$ cat src/rtl/mig_rw_tester.sv
// Write/read-back tester for the MIG 7-series app interface (ui_clk domain).
// Define MIG_RW_LOOP_EN to repeat passes forever; default build runs a single pass.
module mig_rw_tester #(
  parameter int          ADDR_W    = 28,
  parameter int          DATA_W    = 128,
  parameter int          BURST_NUM = 64,
  parameter int unsigned BASE_ADDR = 0,
  parameter int unsigned ADDR_STEP = 8,
  parameter int unsigned TIMEOUT   = 4096
) (
  input  logic                  sysclk,
  input  logic                  rst,
  input  logic                  init_calib_complete,
  input  logic                  app_rdy,
  input  logic                  app_wdf_rdy,
  input  logic [DATA_W-1:0]     app_rd_data,
  input  logic                  app_rd_data_valid,
  output logic [ADDR_W-1:0]     app_addr,
  output logic [2:0]            app_cmd,
  output logic                  app_en,
  output logic [DATA_W-1:0]     app_wdf_data,
  output logic                  app_wdf_wren,
  output logic                  app_wdf_end,
  output logic [DATA_W/8-1:0]   app_wdf_mask,
  output logic                  test_done,
  output logic                  test_err,
  output logic [15:0]           err_cnt,
  output logic [15:0]           pass_cnt
);

  localparam int                CNT_W   = 17;
  localparam int                LANES   = DATA_W / 16;
  localparam logic [CNT_W-1:0]  BURST   = CNT_W'(BURST_NUM);
  localparam logic [ADDR_W-1:0] BASE    = ADDR_W'(BASE_ADDR);
  localparam logic [ADDR_W-1:0] STEP    = ADDR_W'(ADDR_STEP);
  localparam logic [31:0]       TMO_MAX = 32'(TIMEOUT);

  localparam logic [2:0] S_IDLE     = 3'd0;
  localparam logic [2:0] S_WAIT_CAL = 3'd1;
  localparam logic [2:0] S_WR       = 3'd2;
  localparam logic [2:0] S_RD       = 3'd3;
  localparam logic [2:0] S_RD_WAIT  = 3'd4;
  localparam logic [2:0] S_DONE     = 3'd5;

  logic [2:0]       state;
  logic [CNT_W-1:0] cmd_cnt;
  logic [CNT_W-1:0] wd_cnt;
  logic [CNT_W-1:0] rd_cnt;
  logic [31:0]      tmo;
  logic [15:0]      wr_word;
  logic [15:0]      rd_word;
  logic             cmd_fire;
  logic             wd_fire;
  logic             rd_take;
  logic             rd_bad;

  // All app-side outputs decode from registered state, never from MIG inputs.
  assign app_en       = (state == S_WR || state == S_RD) && (cmd_cnt < BURST);
  assign app_cmd      = (state == S_RD) ? 3'b001 : 3'b000;
  assign app_wdf_wren = (state == S_WR) && (wd_cnt < BURST);
  assign app_wdf_end  = app_wdf_wren;
  assign app_wdf_mask = '0;

  assign wr_word      = wd_cnt[15:0] + pass_cnt;
  assign rd_word      = rd_cnt[15:0] + pass_cnt;
  assign app_wdf_data = app_wdf_wren ? {LANES{wr_word}} : '0;

  assign cmd_fire = app_en & app_rdy;
  assign wd_fire  = app_wdf_wren & app_wdf_rdy;
  // Read data is accepted in RD as well as RD_WAIT so a strobe on a state change is kept.
  assign rd_take  = app_rd_data_valid && (state == S_RD || state == S_RD_WAIT) && (rd_cnt < BURST);
  assign rd_bad   = rd_take && (app_rd_data != {LANES{rd_word}});

  always_ff @(posedge sysclk or posedge rst) begin
    if (rst) begin
      state     <= S_IDLE;
      app_addr  <= BASE;
      cmd_cnt   <= '0;
      wd_cnt    <= '0;
      rd_cnt    <= '0;
      tmo       <= '0;
      test_done <= 1'b0;
      test_err  <= 1'b0;
      err_cnt   <= '0;
      pass_cnt  <= '0;
    end else begin
      // NOTE: non-blocking updates here; later assignments in the case below
      // deliberately override the handshake updates above (last one wins).
      if (cmd_fire) begin
        cmd_cnt  <= cmd_cnt + CNT_W'(1);
        app_addr <= app_addr + STEP;
      end
      if (wd_fire) wd_cnt <= wd_cnt + CNT_W'(1);
      if (rd_take) rd_cnt <= rd_cnt + CNT_W'(1);
      if (rd_bad) begin
        test_err <= 1'b1;
        if (err_cnt != 16'hFFFF) err_cnt <= err_cnt + 16'd1;
      end

      case (state)
        S_IDLE:     state <= S_WAIT_CAL;
        S_WAIT_CAL: if (init_calib_complete) state <= S_WR;
        S_WR: begin
          if (cmd_cnt == BURST && wd_cnt == BURST) begin
            state    <= S_RD;
            app_addr <= BASE;
            cmd_cnt  <= '0;
          end
        end
        S_RD: begin
          tmo <= '0;
          if (cmd_cnt == BURST) state <= S_RD_WAIT;
        end
        S_RD_WAIT: begin
          if (rd_cnt == BURST) begin
            state     <= S_DONE;
            test_done <= 1'b1;
            pass_cnt  <= pass_cnt + 16'd1;
          end else if (tmo == TMO_MAX) begin
            state     <= S_DONE;
            test_done <= 1'b1;
            test_err  <= 1'b1;
            pass_cnt  <= pass_cnt + 16'd1;
          end else if (app_rd_data_valid) begin
            tmo <= '0;
          end else begin
            tmo <= tmo + 32'd1;
          end
        end
        S_DONE: begin
`ifdef MIG_RW_LOOP_EN
          state     <= S_WR;
          test_done <= 1'b0;
          app_addr  <= BASE;
          cmd_cnt   <= '0;
          wd_cnt    <= '0;
          rd_cnt    <= '0;
          tmo       <= '0;
`else
          state <= S_DONE;
`endif
        end
        default: state <= S_IDLE;
      endcase
    end
  end

endmodule

$ cat config.mk
export PLATFORM = sky130hd
export DESIGN_NAME = mig_rw_tester
export DESIGN_NICKNAME = d
export VERILOG_FILES = /design/src/rtl/mig_rw_tester.sv
export SDC_FILE = /design/constraint.sdc
export NUM_CORES = 1
export LEC_CHECK = 0
export CAP_MARGIN = 20
export CORE_ASPECT_RATIO = 0.9
export CORE_UTILIZATION = 48
export CTS_BUF_LIST = sky130_fd_sc_hd__clkbuf_8
export DETAILED_ROUTE_END_ITERATION = 8
export HOLD_SLACK_MARGIN = 0.08
export PLACE_DENSITY_LB_ADDON = 0.25
export RECOVER_POWER = 100
export SLEW_MARGIN = 25
export SYNTH_ARGS = -nofsm -noshare
export SYNTH_HDL_FRONTEND = slang
export SYNTH_SLANG_ARGS = --single-unit
$ cat constraint.sdc
create_clock -name sysclk -period 6.43 [get_ports sysclk]
set_clock_uncertainty 0.05 [all_clocks]
set_input_delay 1.286 -clock sysclk [delete_from_list [all_inputs] [get_ports sysclk]]
set_output_delay 1.286 -clock sysclk [all_outputs]
set_load 0.02 [all_outputs]
* Word level (Yosys, flattened, before mapping)
Cells that the tools add are included. W data, S select, Z words.
Cells by class: multiplexer cells 26, eq/ne operators 17, reductions and logical operators 15, bitwise operators 2, $lt $le $gt $ge 3, add/sub/neg operators 9
Operators with widths (count):
- $mux W128 | 1
- $ne A128 B128 Y1 | 1
- $mux W32 | 3
- $mux W28 | 3
- $pmux W32 S2 | 1
- $add A17 B1 Y17 const B | 3
- $eq A17 B7 Y1 const B | 3
- $lt A17 B7 Y1 const B | 3
- $mux W17 | 3
- $add A16 B1 Y16 const B | 2
- $add A16 B16 Y16 | 2
- $add A32 B1 Y32 const B | 1
- $eq A32 B13 Y1 const B | 1
- $mux W16 | 2
- $add A28 B4 Y28 const B | 1
- $pmux W3 S6 | 1
- $ne A16 B16 Y1 const B | 1
- $mux W3 | 5
- $mux W1 | 7
- $eq A3 B2 Y1 const B | 2
- $eq A3 B3 Y1 const B | 2
- $logic_and A1 B1 Y1 | 6
- $ne A2 B2 Y1 const B | 3
- $ne A2 B1 Y1 const B | 2
- 9 further kinds | 13
Storage, ports and cells: bits in registers 148, bits of input ports 134

* Depth between registers and ports, before layout
word-level depth 9, mapped depth 14, depth with buffers taken out 13

* Worst setup path before layout
Ideal clock, no wire load.
kind register to output, from register pass_cnt[0], to output port app_wdf_data[110], data required time 5.094 ns, path buffers 1, arrival 3.520 ns, stages on the path, launching flop included 14, slack 1.574 ns, cells stage by stage dfrtp_1 ha_1 fa_1 a21o_1 a21oi_1 o21bai_1 a211oi_1 o311ai_0 a21o_1 a21o_1 a31oi_1 xor2_1 nor2_1 buf_4
On the way: cells in the longest elaborated chain, start to end 2
RTL lines:
- start, declared | line 28 | output logic [15:0] pass_cnt
- start signal, assigned | line 118 | pass_cnt <= pass_cnt + 16'd1;
- start signal, assigned | line 123 | pass_cnt <= pass_cnt + 16'd1;
- $add A16 B16 Y16 | line 64 | assign wr_word = wd_cnt[15:0] + pass_cnt;
- $mux W128 | line 66 | assign app_wdf_data = app_wdf_wren ? {LANES{wr_word}} : '0;
- end, declared | line 21 | output logic [DATA_W-1:0] app_wdf_data,
Every way passes these cells.

* Worst setup path in the final report
from register pass_cnt[1], to output port app_wdf_data[63]
Same word-level chain as after synthesis.

==> results by group <==
Clock network
  – Maximum clock insertion buffer count: 2
  – Clock buffer count from CTS: 17
  – Post-CTS clock slew at the launch and capture registers of the worst setup and hold paths: about 90 ps
  – Cell at the root of the clock tree: clkbuf_8
  – Number of resized instances in the post-cts repair step: 0
  – Worst-skew pair later-pin latency: around 460 ps
  – # H-tree levels: 4
  – Setup repair bufs after CTS: 0
  – Clk sink count: approximately 150
  – CTS Hold Bufs: 0
  – Clock tree from TritonCTS: built

Die
  – Overall die area: 0.0217 mm²
  – Core region area: ~0.021 mm²
  – Die H: 140 µm
  – Count of pins on the block boundary: roughly 350
  – Count of standard-cell rows: 50
  – Chip Width: roughly 160 µm
  – Starting utilization of the core area: 0.488

Worst setup path
  – Largest stage delay, worst path: around 730 ps
  – Worst setup path class: flop to primary output
  – CP required: just over 5000 ps
  – Slowest CP cell: dlygate4sd3_1
  – R2R setup slack: 1620 ps
  – Worst EP arrival: between 4000 and 5000 ps
  – Cell repeated most along the worst path: a21o_1
  – CP endpoint kind: primary output
  – Top fanout value on the critical path: 8
  – Worst setup SP type: flop
  – Chain of cells forming the critical path: ha_1 -> a21o_1 -> a21o_1 -> a21oi_1 -> o21ai_0 -> a2111oi_0 -> o31ai_1 -> a21o_1 -> a21oi_1 -> xnor2_1 -> nor2_1 -> dlygate4sd3_1

Yosys
  – Simple logic cell fraction of the synthesized area: 0.247
  – Post-Synthesis Cell Area: 0.0101 mm²
  – Top cell types by occurrence after synthesis: 145 x dfrtp_1, 136 x nor2_1, 134 x buf_4
  – Compound-cell area share of the yosys netlist: 0.0953
  – Async S/R FF share, synth: 1.00
  – Largest family of logic cells by synthesized area: simple AND/OR/NAND/NOR gates
  – Yosys reg bits: 145
  – Ys Warns: 0
  – Proportion of synthesized area in mux cells: 0.0126
  – Post-synthesis area per instance: 8.87 µm²
  – Area share of the largest cell type after synthesis: 0.358
  – Cell with the most instances after synthesis: dfrtp_1
  – Seq/Total Area, Yosys: 0.358
  – Synth Flop Type: dfrtp_1
  – Top area cells in the synthesized netlist: dfrtp_1 36%, buf_4 9.9%, xor2_1 6.1%
  – Number of enable-type register cells in the synthesized netlist: 0
  – Synth area leader: dfrtp_1
  – Cells after synthesis: approximately 1,100
  – Number of library cell types mapped by synthesis: slightly below 80
  – Fraction of the mapped netlist area in adder cells: 0.0546
  – Parity-gate share of the synthesized area counting xor and xnor cells: 0.101

Timing
  – Part of the cycle the worst path needs: 0.903
  – Transition at the pin with the smallest max-transition slack: 3740 ps
  – Headroom to the max-slew limit: -1.49
  – Post-route minimum period: slightly below 6000 ps
  – Hold violation total from the final report: 0
  – Final Setup Violations: 0
  – RSZ-0062 raised after global routing: no
  – Final Max Tran Viols: ~120
  – Final sum of negative setup slack: 0 ps
  – Max frequency: 172 MHz

Power and ir drop
  – Clk pwr share: 0.248
  – Cell-internal power: approximately 1.8 mW
  – Switching portion of total power: 0.389
  – Combinational Power Share: 0.367
  – Part of the total power dissipated in sequential elements: 0.386
  – Worst vdd rail ir drop: about 0.20 mV
  – Standby leakage power: between 6 and 7 nW
  – Net switching power of the design: 1.15 mW
  – Overall power: ~2.9 mW
  – Total power density per cell area: 227 mW/mm²

GRT
  – Fraction of met3 tracks used by global routing: 0.0452
  – Met2 Resource Use GR: 0.379
  – Global-route layer with the greatest usage: met2
  – Met1 GRT Util: 0.305
  – Number of antenna violations at the first check in global routing: 0
  – Wire length of the first global-routing pass: 40,200 µm
  – Pin count of the biggest net entering global routing: 99
  – Number of global-route vias before repair: 8,059
  – Global route total overflow: 0
  – GRT Resource Usage Total: 0.232

Route
  – Count of TritonRoute iterations in the first routing pass: 7
  – First DRT Iteration DRCs: between 500 and 600
  – Number of DRC violations after detailed routing: 0
  – Vias per cell: about 5.3
  – Total wire length: 25,000 µm
  – Total via count after detailed routing: roughly 8,600
  – Number of antenna-violating nets in the routed design: 0
  – Routed wire length per instance: 15.4 µm

Run status
  – Outcome: complete, but fails checks
  – Violated checks: max-capacitance violations, max-slew violations

Finish
  – Post-synthesis to final-layout area growth: 28.1%
  – Net count, final: around 1,500
  – Final core utilization: 0.625
  – Antenna cell count: 0
  – Fraction of layout cells with a size suffix above 1: 0.0382

Run
  – Count of max-cap constraint violations: 2

Min path
  – Min-delay worst type: flop to flop

Place
  – PortBufs: 324
  – Placer Congestion: roughly 0.91
  – Detailed-placement wirelength estimate: about 20,000 µm
cells in the final DEF (no fill, tap or decap), types with 22 or more instances in the layout:
cell type | Yosys | final
a21oi_1 | 30 | 30
clkdlybuf4s50_1 | 0 | 131
dfrtp_1 | 145 | 145
dlygate4sd3_1 | 0 | 193
ha_1 | 41 | 41
inv_1 | 26 | 27
nand2_1 | 68 | 68
nand3_1 | 39 | 39
nand4_1 | 59 | 59
nor2_1 | 136 | 137
nor3_1 | 21 | 22
nor4_1 | 37 | 37
o21ai_0 | 24 | 24
xnor2_1 | 44 | 44
xor2_1 | 71 | 71
sequential cells by signal, indices dropped and copies added (netlist names):
| signal | count |
|---|---|
| rd_cnt | 17 |
| test_done | 1 |
| app_addr | 25 |
| state | 3 |
| tmo | 32 |
| wd_cnt | 17 |
| err_cnt | 16 |
| test_err | 1 |
| cmd_cnt | 17 |
| pass_cnt | 16 |
layer usage:
layer  part of all wire  routed length, µm  vias to the layer above
met1               0.45              11400                     4069
met4              0.023                571                        0
met5                  0                  0                        -
met2               0.47              11900                      244
li1                   -                  -                     4277
met3              0.050               1240                       39
per-stage QoR:
step | area [µm²] | setup WS [ps] | hold slack, ps | std cells
after global routing | 13000 | 229 | 346 | 1622
final | 13000 | 621 | 335 | 1622
after CTS | 13000 | 569 | 337 | 1622
after global placement | 12600 | 1200 | 315 | 1590
after floorplan | 10200 | 1200 | 379 | 1163
after detailed placement | 12600 | 1090 | 317 | 1590
critical path: cells and delay by family (launching register included):
kind / cells / cell delay (ps)
adders and majority gates: 1 / 330
and+or+nand+nor: 1 / 280
xor gates and xnor gates: 1 / 90
AOI/OAI and AO/OA: 8 / 2120
DFF: 1 / 480
buffers and inverters: 1 / 730
power by group through the flow:
stage               registers (mW)  clock network [mW]  logic (mW)
floorplan                     1.17                   0       0.755
global placement              1.15                   0        1.14
detailed placement            1.16                   0        1.17
CTS                           1.14               0.750        1.17
global route                  1.16               0.789        1.18
finish                        1.14               0.729        1.08
cell families (layout without fill, tap and decap cells):
kind of cell / Yosys count / in the layout
AND/OR/NAND/NOR: 473 / 473
buffers and inverters: 214 / 387
flip-flops: 145 / 145
AO/OA/AOI/OAI: 139 / 139
XOR/XNOR: 116 / 116
adder cells (fa/ha/maj): 43 / 43
multiplexers: 12 / 12
other: 1 / 21
cell type report:
type                            count  area [µm²]
Multi-Input combinational cell    804        5230
Timing Repair Buffer              329        3270
Clock buffer                       17         234
Inverter                           26        97.6
Sequential cell                   145        3630
Clock inverter                     15         169
Tap cell                          286         358
Fill cell                        1822        7780
worst paths after layout:
path,end,cells after the start,start
setup / recovery,app_wdf_data[63],12,pass_cnt[1]$_DFFE_PP0P_
hold / removal,wd_cnt[16]$_DFFE_PP0P_,0,wd_cnt[16]$_DFFE_PP0P_
setup reg to reg,err_cnt[1]$_DFFE_PP0P_,13,pass_cnt[0]$_DFFE_PP0P_
hold reg to reg,wd_cnt[16]$_DFFE_PP0P_,0,wd_cnt[16]$_DFFE_PP0P_
max in group asynchronous,pass_cnt[1]$_DFFE_PP0P_,3,rst
min in group asynchronous,cmd_cnt[14]$_DFF_PP0_,2,rst
(Power assumes the default switching activity.)
